==> src/rtl/fir_pkg.sv <==
`default_nettype none
// +----------------------------------------------------------------------+
// | Package     : fir_pkg                                                |
// | Description : Shared types and constants for the FIR back-end level  |
// |               detector (sample width, FSM states, default thresholds)|
// | Revision    : 1.0 - initial release                                  |
// +----------------------------------------------------------------------+
package fir_pkg;

  localparam int FIR_DATA_W = 12;
  localparam int FIR_DEB_W  = 8;  // debounce counter, covers 1..255

  localparam logic signed [FIR_DATA_W-1:0] FIR_TH_HI_RST = 12'sd512;
  localparam logic signed [FIR_DATA_W-1:0] FIR_TH_LO_RST = 12'sd256;

  typedef enum logic [1:0] {
    LOW       = 2'd0,
    RISE_PEND = 2'd1,
    HIGH      = 2'd2,
    FALL_PEND = 2'd3
  } lvl_state_e;

  // The debounced level is high in HIGH and while a fall is still pending.
  function automatic logic state_is_high(input lvl_state_e st);
    return (st == HIGH) || (st == FALL_PEND);
  endfunction

endpackage
`default_nettype wire

==> src/rtl/fir_level_detector_pulse_width_meter.sv <==
`default_nettype none
// +----------------------------------------------------------------------+
// | Module      : pulse_width_meter                                      |
// | Description : Saturating high-interval counter. Counts cycles while  |
// |               level is high and latches the count on the fall cycle. |
// | Revision    : 1.0 - initial release                                  |
// +----------------------------------------------------------------------+
module pulse_width_meter #(
  parameter int WIDTH_W = 24
) (
  input  logic               i_fpga_clk,
  input  logic               i_rst_n,
  input  logic               clear_i,   // detector disabled: drop the interval
  input  logic               level_i,   // next-cycle level
  input  logic               rise_i,    // next-cycle rise pulse
  input  logic               fall_i,    // next-cycle fall pulse
  output logic [WIDTH_W-1:0] width_o,
  output logic               width_valid_o,
  output logic               width_sat_o
);

  localparam logic [WIDTH_W-1:0] c_CNT_MAX = '1;

  logic [WIDTH_W-1:0] cnt_q,   cnt_d;
  logic               sat_q,   sat_d;
  logic [WIDTH_W-1:0] width_q, width_d;
  logic               valid_q, valid_d;
  logic               wsat_q,  wsat_d;

  // Counter runs in step with the level register, so on the fall cycle it
  // already holds the number of cycles the level was high.
  always_comb begin
    cnt_d   = cnt_q;
    sat_d   = sat_q;
    width_d = width_q;
    valid_d = 1'b0;
    wsat_d  = wsat_q;
    if (clear_i) begin
      cnt_d = '0;
      sat_d = 1'b0;
    end else if (rise_i) begin
      cnt_d = {{(WIDTH_W-1){1'b0}}, 1'b1};
      sat_d = 1'b0;
    end else if (fall_i) begin
      width_d = cnt_q;
      valid_d = 1'b1;
      wsat_d  = sat_q;
      cnt_d   = '0;
      sat_d   = 1'b0;
    end else if (level_i) begin
      if (cnt_q == c_CNT_MAX) begin
        sat_d = 1'b1;
      end else begin
        cnt_d = cnt_q + 1'b1;
      end
    end
  end

  // Meter state registers.
  always_ff @(posedge i_fpga_clk or negedge i_rst_n) begin
    if (!i_rst_n) begin
      cnt_q   <= '0;
      sat_q   <= 1'b0;
      width_q <= '0;
      valid_q <= 1'b0;
      wsat_q  <= 1'b0;
    end else begin
      cnt_q   <= cnt_d;
      sat_q   <= sat_d;
      width_q <= width_d;
      valid_q <= valid_d;
      wsat_q  <= wsat_d;
    end
  end

  assign width_o       = width_q;
  assign width_valid_o = valid_q;
  assign width_sat_o   = wsat_q;

endmodule
`default_nettype wire

==> src/rtl/fir_level_detector.sv <==
`default_nettype none
// +----------------------------------------------------------------------+
// | Module      : fir_level_detector                                     |
// | Description : Debounced hysteresis level detector for the FIR output |
// |               with rise/fall pulses and high-interval width meter.   |
// | Revision    : 1.0 - initial release                                  |
// +----------------------------------------------------------------------+
module fir_level_detector
  import fir_pkg::*;
#(
  parameter int                       DATA_W    = FIR_DATA_W,
  parameter int                       DEBOUNCE  = 4,
  parameter int                       WIDTH_W   = 24,
  parameter logic signed [DATA_W-1:0] TH_HI_RST = FIR_TH_HI_RST,
  parameter logic signed [DATA_W-1:0] TH_LO_RST = FIR_TH_LO_RST
) (
  input  logic                     i_fpga_clk,
  input  logic                     i_rst_n,
  input  logic                     i_enable,
  input  logic signed [DATA_W-1:0] i_filter_in,
  input  logic                     i_cfg_wr,
  input  logic signed [DATA_W-1:0] i_th_hi,
  input  logic signed [DATA_W-1:0] i_th_lo,
  output logic                     o_level,
  output logic                     o_rise,
  output logic                     o_fall,
  output logic [WIDTH_W-1:0]       o_width,
  output logic                     o_width_valid,
  output logic                     o_width_sat
);

  logic signed [DATA_W-1:0] x_q;
  logic signed [DATA_W-1:0] th_hi_q;
  logic signed [DATA_W-1:0] th_lo_q;
  lvl_state_e               state_q, state_d;
  logic [FIR_DEB_W-1:0]     deb_q,   deb_d;
  logic                     level_q, level_d;
  logic                     rise_q,  rise_d;
  logic                     fall_q,  fall_d;

  logic                     w_above;
  logic                     w_below;
  logic                     w_deb_done;
  logic signed [DATA_W-1:0] w_lo_load;

  assign w_above    = (x_q >= th_hi_q);
  assign w_below    = (x_q <= th_lo_q);
  assign w_deb_done = (({1'b0, deb_q} + 9'd1) == 9'(DEBOUNCE));
  // An inverted pair is clamped to zero hysteresis.
  assign w_lo_load  = (i_th_lo > i_th_hi) ? i_th_hi : i_th_lo;

  // Input sample register and threshold registers.
  always_ff @(posedge i_fpga_clk or negedge i_rst_n) begin
    if (!i_rst_n) begin
      x_q     <= '0;
      th_hi_q <= TH_HI_RST;
      th_lo_q <= TH_LO_RST;
    end else begin
      x_q <= i_filter_in;
      if (i_cfg_wr) begin
        th_hi_q <= i_th_hi;
        th_lo_q <= w_lo_load;
      end
    end
  end

  // FSM and output pulse registers.
  always_ff @(posedge i_fpga_clk or negedge i_rst_n) begin
    if (!i_rst_n) begin
      state_q <= LOW;
      deb_q   <= '0;
      level_q <= 1'b0;
      rise_q  <= 1'b0;
      fall_q  <= 1'b0;
    end else begin
      state_q <= state_d;
      deb_q   <= deb_d;
      level_q <= level_d;
      rise_q  <= rise_d;
      fall_q  <= fall_d;
    end
  end

  // Next state: disable beats a config write, which beats any transition.
  always_comb begin
    state_d = state_q;
    deb_d   = deb_q;
    if (!i_enable) begin
      state_d = LOW;
      deb_d   = '0;
    end else if (i_cfg_wr) begin
      deb_d = '0;
      if (state_q == RISE_PEND) state_d = LOW;
      if (state_q == FALL_PEND) state_d = HIGH;
    end else begin
      case (state_q)
        LOW: begin
          if (w_above) begin
            if (DEBOUNCE == 1) begin
              state_d = HIGH;
              deb_d   = '0;
            end else begin
              state_d = RISE_PEND;
              deb_d   = 8'd1;
            end
          end
        end
        RISE_PEND: begin
          if (!w_above) begin
            state_d = LOW;
            deb_d   = '0;
          end else if (w_deb_done) begin
            state_d = HIGH;
            deb_d   = '0;
          end else begin
            deb_d = deb_q + 8'd1;
          end
        end
        HIGH: begin
          if (w_below) begin
            if (DEBOUNCE == 1) begin
              state_d = LOW;
              deb_d   = '0;
            end else begin
              state_d = FALL_PEND;
              deb_d   = 8'd1;
            end
          end
        end
        default: begin
          if (!w_below) begin
            state_d = HIGH;
            deb_d   = '0;
          end else if (w_deb_done) begin
            state_d = LOW;
            deb_d   = '0;
          end else begin
            deb_d = deb_q + 8'd1;
          end
        end
      endcase
    end
  end

  // Level follows the settled state one cycle later; disabling drops it
  // immediately and silently.
  always_comb begin
    level_d = i_enable & state_is_high(state_q);
    rise_d  = level_d & ~level_q;
    fall_d  = i_enable & level_q & ~level_d;
  end

  pulse_width_meter #(
    .WIDTH_W (WIDTH_W)
  ) u_meter (
    .i_fpga_clk    (i_fpga_clk),
    .i_rst_n       (i_rst_n),
    .clear_i       (~i_enable),
    .level_i       (level_d),
    .rise_i        (rise_d),
    .fall_i        (fall_d),
    .width_o       (o_width),
    .width_valid_o (o_width_valid),
    .width_sat_o   (o_width_sat)
  );

  assign o_level = level_q;
  assign o_rise  = rise_q;
  assign o_fall  = fall_q;

endmodule
`default_nettype wire
==> config.mk <==
export PLATFORM = sky130hd
export DESIGN_NAME = fir_level_detector
export DESIGN_NICKNAME = d
export VERILOG_FILES = /design/src/rtl/fir_pkg.sv /design/src/rtl/fir_level_detector_pulse_width_meter.sv /design/src/rtl/fir_level_detector.sv
export SDC_FILE = /design/constraint.sdc
export NUM_CORES = 1
export LEC_CHECK = 0
export ABC_AREA = 1
export CORE_ASPECT_RATIO = 2
export CORE_MARGIN = 8
export CORE_UTILIZATION = 45
export DETAILED_ROUTE_END_ITERATION = 8
export PLACE_DENSITY_LB_ADDON = 0.2
export SETUP_SLACK_MARGIN = 0.4
export SLEW_MARGIN = 5
export SYNTH_ARGS = -nofsm -noshare
export SYNTH_HDL_FRONTEND = slang
export SYNTH_SLANG_ARGS = --single-unit
==> constraint.sdc <==
create_clock -name i_fpga_clk -period 2.1 [get_ports i_fpga_clk]
set_clock_uncertainty 0.05 [all_clocks]
set_input_delay 0.21 -clock i_fpga_clk [delete_from_list [all_inputs] [get_ports i_fpga_clk]]
set_output_delay 0.21 -clock i_fpga_clk [all_outputs]
set_load 0.05 [all_outputs]
Word level (Yosys, flattened, before mapping)
Index checks and enable logic that the tools add are counted.
{ "totals": {"word_cells": 79, "reg_bits": 100} }
{ "op_classes": {"magnitude_cmp": 3, "mux": 33, "n_addsub": 3, "bitwise": 7, "n_reduce_logical": 7, "eq_ne": 13} }
{ "op_table": {"columns": ["operator", "count"], "rows": [
  ["24-bit two-way mux", 5],
  ["8-bit two-way mux", 7],
  ["24-bit by 1-bit adder with 24-bit output (second input constant)", 1],
  ["24-bit equality test (second input constant)", 1],
  ["8-bit one-hot mux with 3 select lines", 1],
  ["2-bit two-way mux", 10],
  ["12-bit greater-or-equal comparator", 1],
  ["12-bit > comparator", 1],
  ["12-bit less-or-equal comparator", 1],
  ["12-bit two-way mux", 1],
  ["4-bit inequality test (second input constant)", 3],
  ["8-bit by 1-bit adder with 9-bit output (second input constant)", 1],
  ["9-bit by 3-bit equality test with 1-bit output (second input constant)", 1],
  ["8-bit by 1-bit adder with 8-bit output (second input constant)", 1],
  ["1-bit two-way mux", 8],
  ["4-bit by 1-bit inequality test with 1-bit output (second input constant)", 2],
  ["7-bit by 3-bit inequality test with 1-bit output (second input constant)", 1],
  ["2-bit one-hot mux with 3 select lines", 1],
  ["2-bit AND reduction", 3],
  ["5-bit inequality test (second input constant)", 1],
  ["5-bit AND reduction", 1],
  ["1-bit AND", 4],
  ["2-bit equality test (second input constant)", 2],
  ["4-bit by 2-bit inequality test with 1-bit output (second input constant)", 1],
  ["5 further kinds", 7]
]} }

Depth between registers and ports, before layout
{ "depth": {"ltp_word": 8, "mapped_depth": 17} }

Modules after synthesis
Synthesis repeated with hierarchy kept, for this count alone.
{ "unflattened": {"hier_cells": 769, "hier_area_um2": 5864.4} }
{ "modules_own_cells": {"columns": ["module", "area_each_um2", "cells_per_inst", "seq_area_each_um2", "instances"], "rows": [
  ["fir_level_detector", 3273.1, 424, 1228.7, 1],
  ["pulse_width_meter", 2591.2, 345, 1276.2, 1]
]} }

Worst setup path before layout
OpenSTA, ideal clock, no wires.
{ "synth_path": {"kind": "flip-flop to flip-flop", "start": "register th_hi_q[9]", "end": "register state_q[1]", "setup_time_ns": 0.118, "n_path_buf": 0, "path_stages_with_launch": 15, "t_arrival_ns": 1.798, "slack_ns": 0.134, "required_time_ns": 1.932, "path_cell_list": "dfstp_2 > inv_1 > ha_1 > nand2_1 > nor2_1 > and2_1 > nand2_1 > nand4_1 > nand3_1 > nand2_1 > nand2_1 > nand2_1 > nand3_1 > nand2_1 > nand2_1"} }
{ "synth_between": {"elab_chain_cells": 5, "word_cells_on_any_way": 8, "cone_classes": "order compare: 1; eq/ne: 2; mux: 4; reduce/logical: 1"} }
{ "synth_rtl": {"columns": ["element", "line_no", "source"], "rows": [
  ["from (decl)", "fir_level_detector.sv:33", "logic signed [DATA_W-1:0] th_hi_q;"],
  ["from (signal assigned)", "fir_level_detector.sv:61", "th_hi_q <= i_th_hi;"],
  ["12-bit greater-or-equal comparator *", "fir_level_detector.sv:46", "assign w_above = (x_q >= th_hi_q);"],
  ["2-bit two-way mux", "fir_level_detector.sv:109", "if (!w_above) begin"],
  ["2-bit one-hot mux with 3 select lines", "fir_level_detector.sv:96", "case (state_q)"],
  ["2-bit two-way mux", "fir_level_detector.sv:91", "end else if (i_cfg_wr) begin"],
  ["2-bit two-way mux", "fir_level_detector.sv:88", "if (!i_enable) begin"],
  ["to (signal assigned)", "fir_level_detector.sv:76", "state_q <= state_d;"],
  ["to (decl)", "fir_level_detector.sv:35", "lvl_state_e state_q, state_d;"]
]} }
Mark *: on every way between the ends. The rest lies on a longest branch, timed or not.
A chain may end at the register's enable or synchronous reset.

Worst setup path in the final report
Ends and elaborated chain as after synthesis.

==> impl_metrics.ini <==
[synth]
synth_top_cell_area_share_pct = 44.60
ys_ff_latch = 100
synth_commonest_cells = nand2_1 (185), inv_1 (110), dfrtp_1 (98), nand3_1 (54), o21ai_0 (49)
synth_area_leader_cell = dfrtp_1
yosysMostFrequentCell = nand2_1
synth_area_leaders = dfrtp_1 (45%), nand2_1 (13%), ha_1 (8.9%), inv_1 (7.5%), nand3_1 (4.9%)
ys.flop_type = dfrtp_1
ys_seq_area_share_pct = 45.55
synth_cell_types = 36
synth_area_mm2 = 0.005499
syn_nets = 772
syn_inst = 693
yosysWarnings = 0
async_reset_ff_share_pct = 100.0
synth.avg_cell_area_um2 = 7.935
synth_enable_flop_cells = 0

[timing]
hold_violations = 0
setup_violations = 6
setup_ws_ns = -0.07170
fin_crit_sh_pct = 103.4
fmax_mhz = 460.5
rsz0062_at_grt = yes
slew_violations = 0
tightest_slew_ns = 0.5534
finalCriticalPeriod_ns = 2.172
tns_ns = -0.2685
slew_headroom_pct = 63.11

[setup_path]
critical-path-slowest-cell = dfstp_2
r2r_end = state_q[1]
r2r_cells = 15
startpoint = th_hi_q[9]
critical_path.max_fanout = 5
rr_startpoint = th_hi_q[9]
cp_slowest_stage_delay_ns = 0.53
startpoint_type = register
endpoint = state_q[1]
worstSetupEndpointType = register
crit_type = register to register
crit_chain = inv_2 > ha_4 > nand2_2 > nor2_2 > buf_4 > and2_4 > nand2_4 > nand4_1 > nand3_2 > nand2_2 > nand2_4 > nand2_4 > nand3_2 > nand2_2 > nand2_1
regToRegSetupSlack_ns = -0.07
required_ns = 2.28
cp.arrival_ns = 2.35

[routing]
first_pass_iters = 5
vias_per_cell = 5.209
routedWlPerCell_um = 16.69
drt_drc_violations_left = 0
vias = 5214
drtIter0Drc = 228
finalWirelength_mm = 16.71
ant_nets = 0

[cells_and_area]
fillers = 923
register_area_mm2 = 0.002506
syn2layout_area_growth_pct = 52.86
drive_gt1_share_pct = 36.30
num-nets-final = 928
final_cell_area_mm2 = 0.008406
final_core_utilization_pct = 69.74
n_antenna_cell = 0
multi_input_area_mm2 = 0.003441

[pwr]
total_power_mw = 5.778
p_per_area_mw_per_mm2 = 687.5
p_leak_nw = 4.290
vdd_ir_drop_max_mv = 0.5524

[clock_network]
cts_root_buf = clkbuf_16
cts.path.max_buffers = 2
cts_made_buffers = 9
cts_tree = done
path_clk_slew_ns = 0.07
clock_sinks = 100
clkLatencyLatePin_ns = 0.34
htree_levels = 3

[global_routing]
grt_pass1_vias = 5728
grtUsageTotal_pct = 20.87
grt_overflow = 0
antenna_found_initial = 0
grt_pass1_wl_mm = 26.19
grt_max_degree = 49

[floorplanning]
die_h_um = 172.3
initial_core_util_pct = 45.62
die_x_um = 94.17
die_area_mm2 = 0.01623
fp-row-count = 57
ioPinCount = 69
core-area_mm2 = 0.01205

[run]
cap_violations = 0

[hold_path]
hold_path_class = primary input to register

[place]
portBuffers = 68
place_ws_ns = -0.4021
gp_congestion = 0.9094
dp_hpwl_mm = 11.90
place_area_mm2 = 0.006840

[run_status]
status = finished, violations left
violations = setup timing
state kept, by name, indices dropped and copies added, names as in the netlist:
name and count:
state_q 2, o_level 1, u_meter.width_valid_o 1, u_meter.width_sat_o 1, th_hi_q 12, deb_q 8, x_q 12, th_lo_q 12
u_meter.width_o 24, u_meter.cnt_q 24, o_rise 1, u_meter.sat_q 1, o_fall 1
routing by layer:
layer | GRT usage, % | wire length (um) | vias up
li1 | - | - | 2529
met1 | 17.35 | 5292 | 2493
met2 | 40.66 | 9883 | 143
met3 | 3.783 | 660 | 49
met4 | 16.33 | 869 | 0
met5 | 0 | 0 | -
critical path, delay by kind of cell (launching register included):
kind | cells | cell delay [ns]
fa+ha+maj | 1 | 0.26
buf+inv | 2 | 0.18
flops | 1 | 0.53
simple gates | 12 | 1.06
kinds of logic after synthesis:
| kind of cell | Yosys count | share of synthesized area (%) |
|---|---|---|
| compound gates | 85 | 8.305 |
| xor+xnor | 14 | 2.230 |
| fa+ha+maj | 39 | 8.874 |
| buf+inv | 132 | 9.329 |
| flops | 100 | 45.55 |
| simple gates | 323 | 25.71 |
cells in the final DEF (no fill, tap or decap), types with 9 or more instances in the layout:
cell	synthesis	layout
dlygate4sd2_1	0	36
o21ai_0	49	38
nand4_1	15	15
nand2_4	1	26
nand3_4	0	9
dfrtp_1	98	97
nand3_2	0	28
buf_6	1	19
nand2_2	3	29
ha_4	0	11
a21oi_1	20	10
xor2_1	14	13
inv_2	4	18
nor2_1	41	29
nand2_1	185	132
clkbuf_16	0	9
ha_1	39	26
buf_4	2	72
clkdlybuf4s50_1	0	13
a21oi_2	0	10
inv_1	110	92
nand3_1	54	17
per-stage QoR:
step / hold WS, ns / cells
4_1_cts: 0.01736 / 988
5_1_grt: 0.04929 / 1001
3_5_place_dp: 0.1899 / 953
6_report: 0.03229 / 1001
3_3_place_gp: 0.1836 / 953
2_1_floorplan: -0.1356 / 693
what timing repair did:
action	in CTS	in global routing
setup endpoints to repair	76	51
setup buffers	16	13
pin swaps	57	63
resized for setup	253	108
endpoints found under the hold margin	36	0
hold buffers	1	0
cloned	2	0
power by group:
| part | leakage (nW) | internal [mW] | switching [mW] |
|---|---|---|---|
| Sequential | 1.28 | 2.13 | 0.109 |
| Clock | 0.150 | 0.961 | 0.723 |
| Combinational | 2.86 | 0.701 | 1.16 |
| Total | 4.29 | 3.79 | 1.99 |
worst min path at each step:
stage                          start                 to  slack [ns]  depth (start not counted)
after detailed placement     i_rst_n  u_meter.cnt_q[17]        0.19                          1
after global routing      i_th_hi[9]         th_hi_q[9]        0.05                          3
final                     i_th_hi[8]         th_hi_q[8]        0.03                          3
after CTS                 i_th_hi[9]         th_hi_q[9]        0.02                          3
after floorplan              i_rst_n           deb_q[0]       -0.14                          0
after global placement       i_rst_n  u_meter.cnt_q[17]        0.18                          1
layout make-up:
cell class,count,area share (%)
clock buffers,11,2.888
clock inverters,5,0.7294
inverters,114,5.389
multi-input cells,461,40.93
flip-flops and latches,100,29.82
well taps,147,2.188
repair buffers,163,18.06
Power figures use the tool's default switching activity.
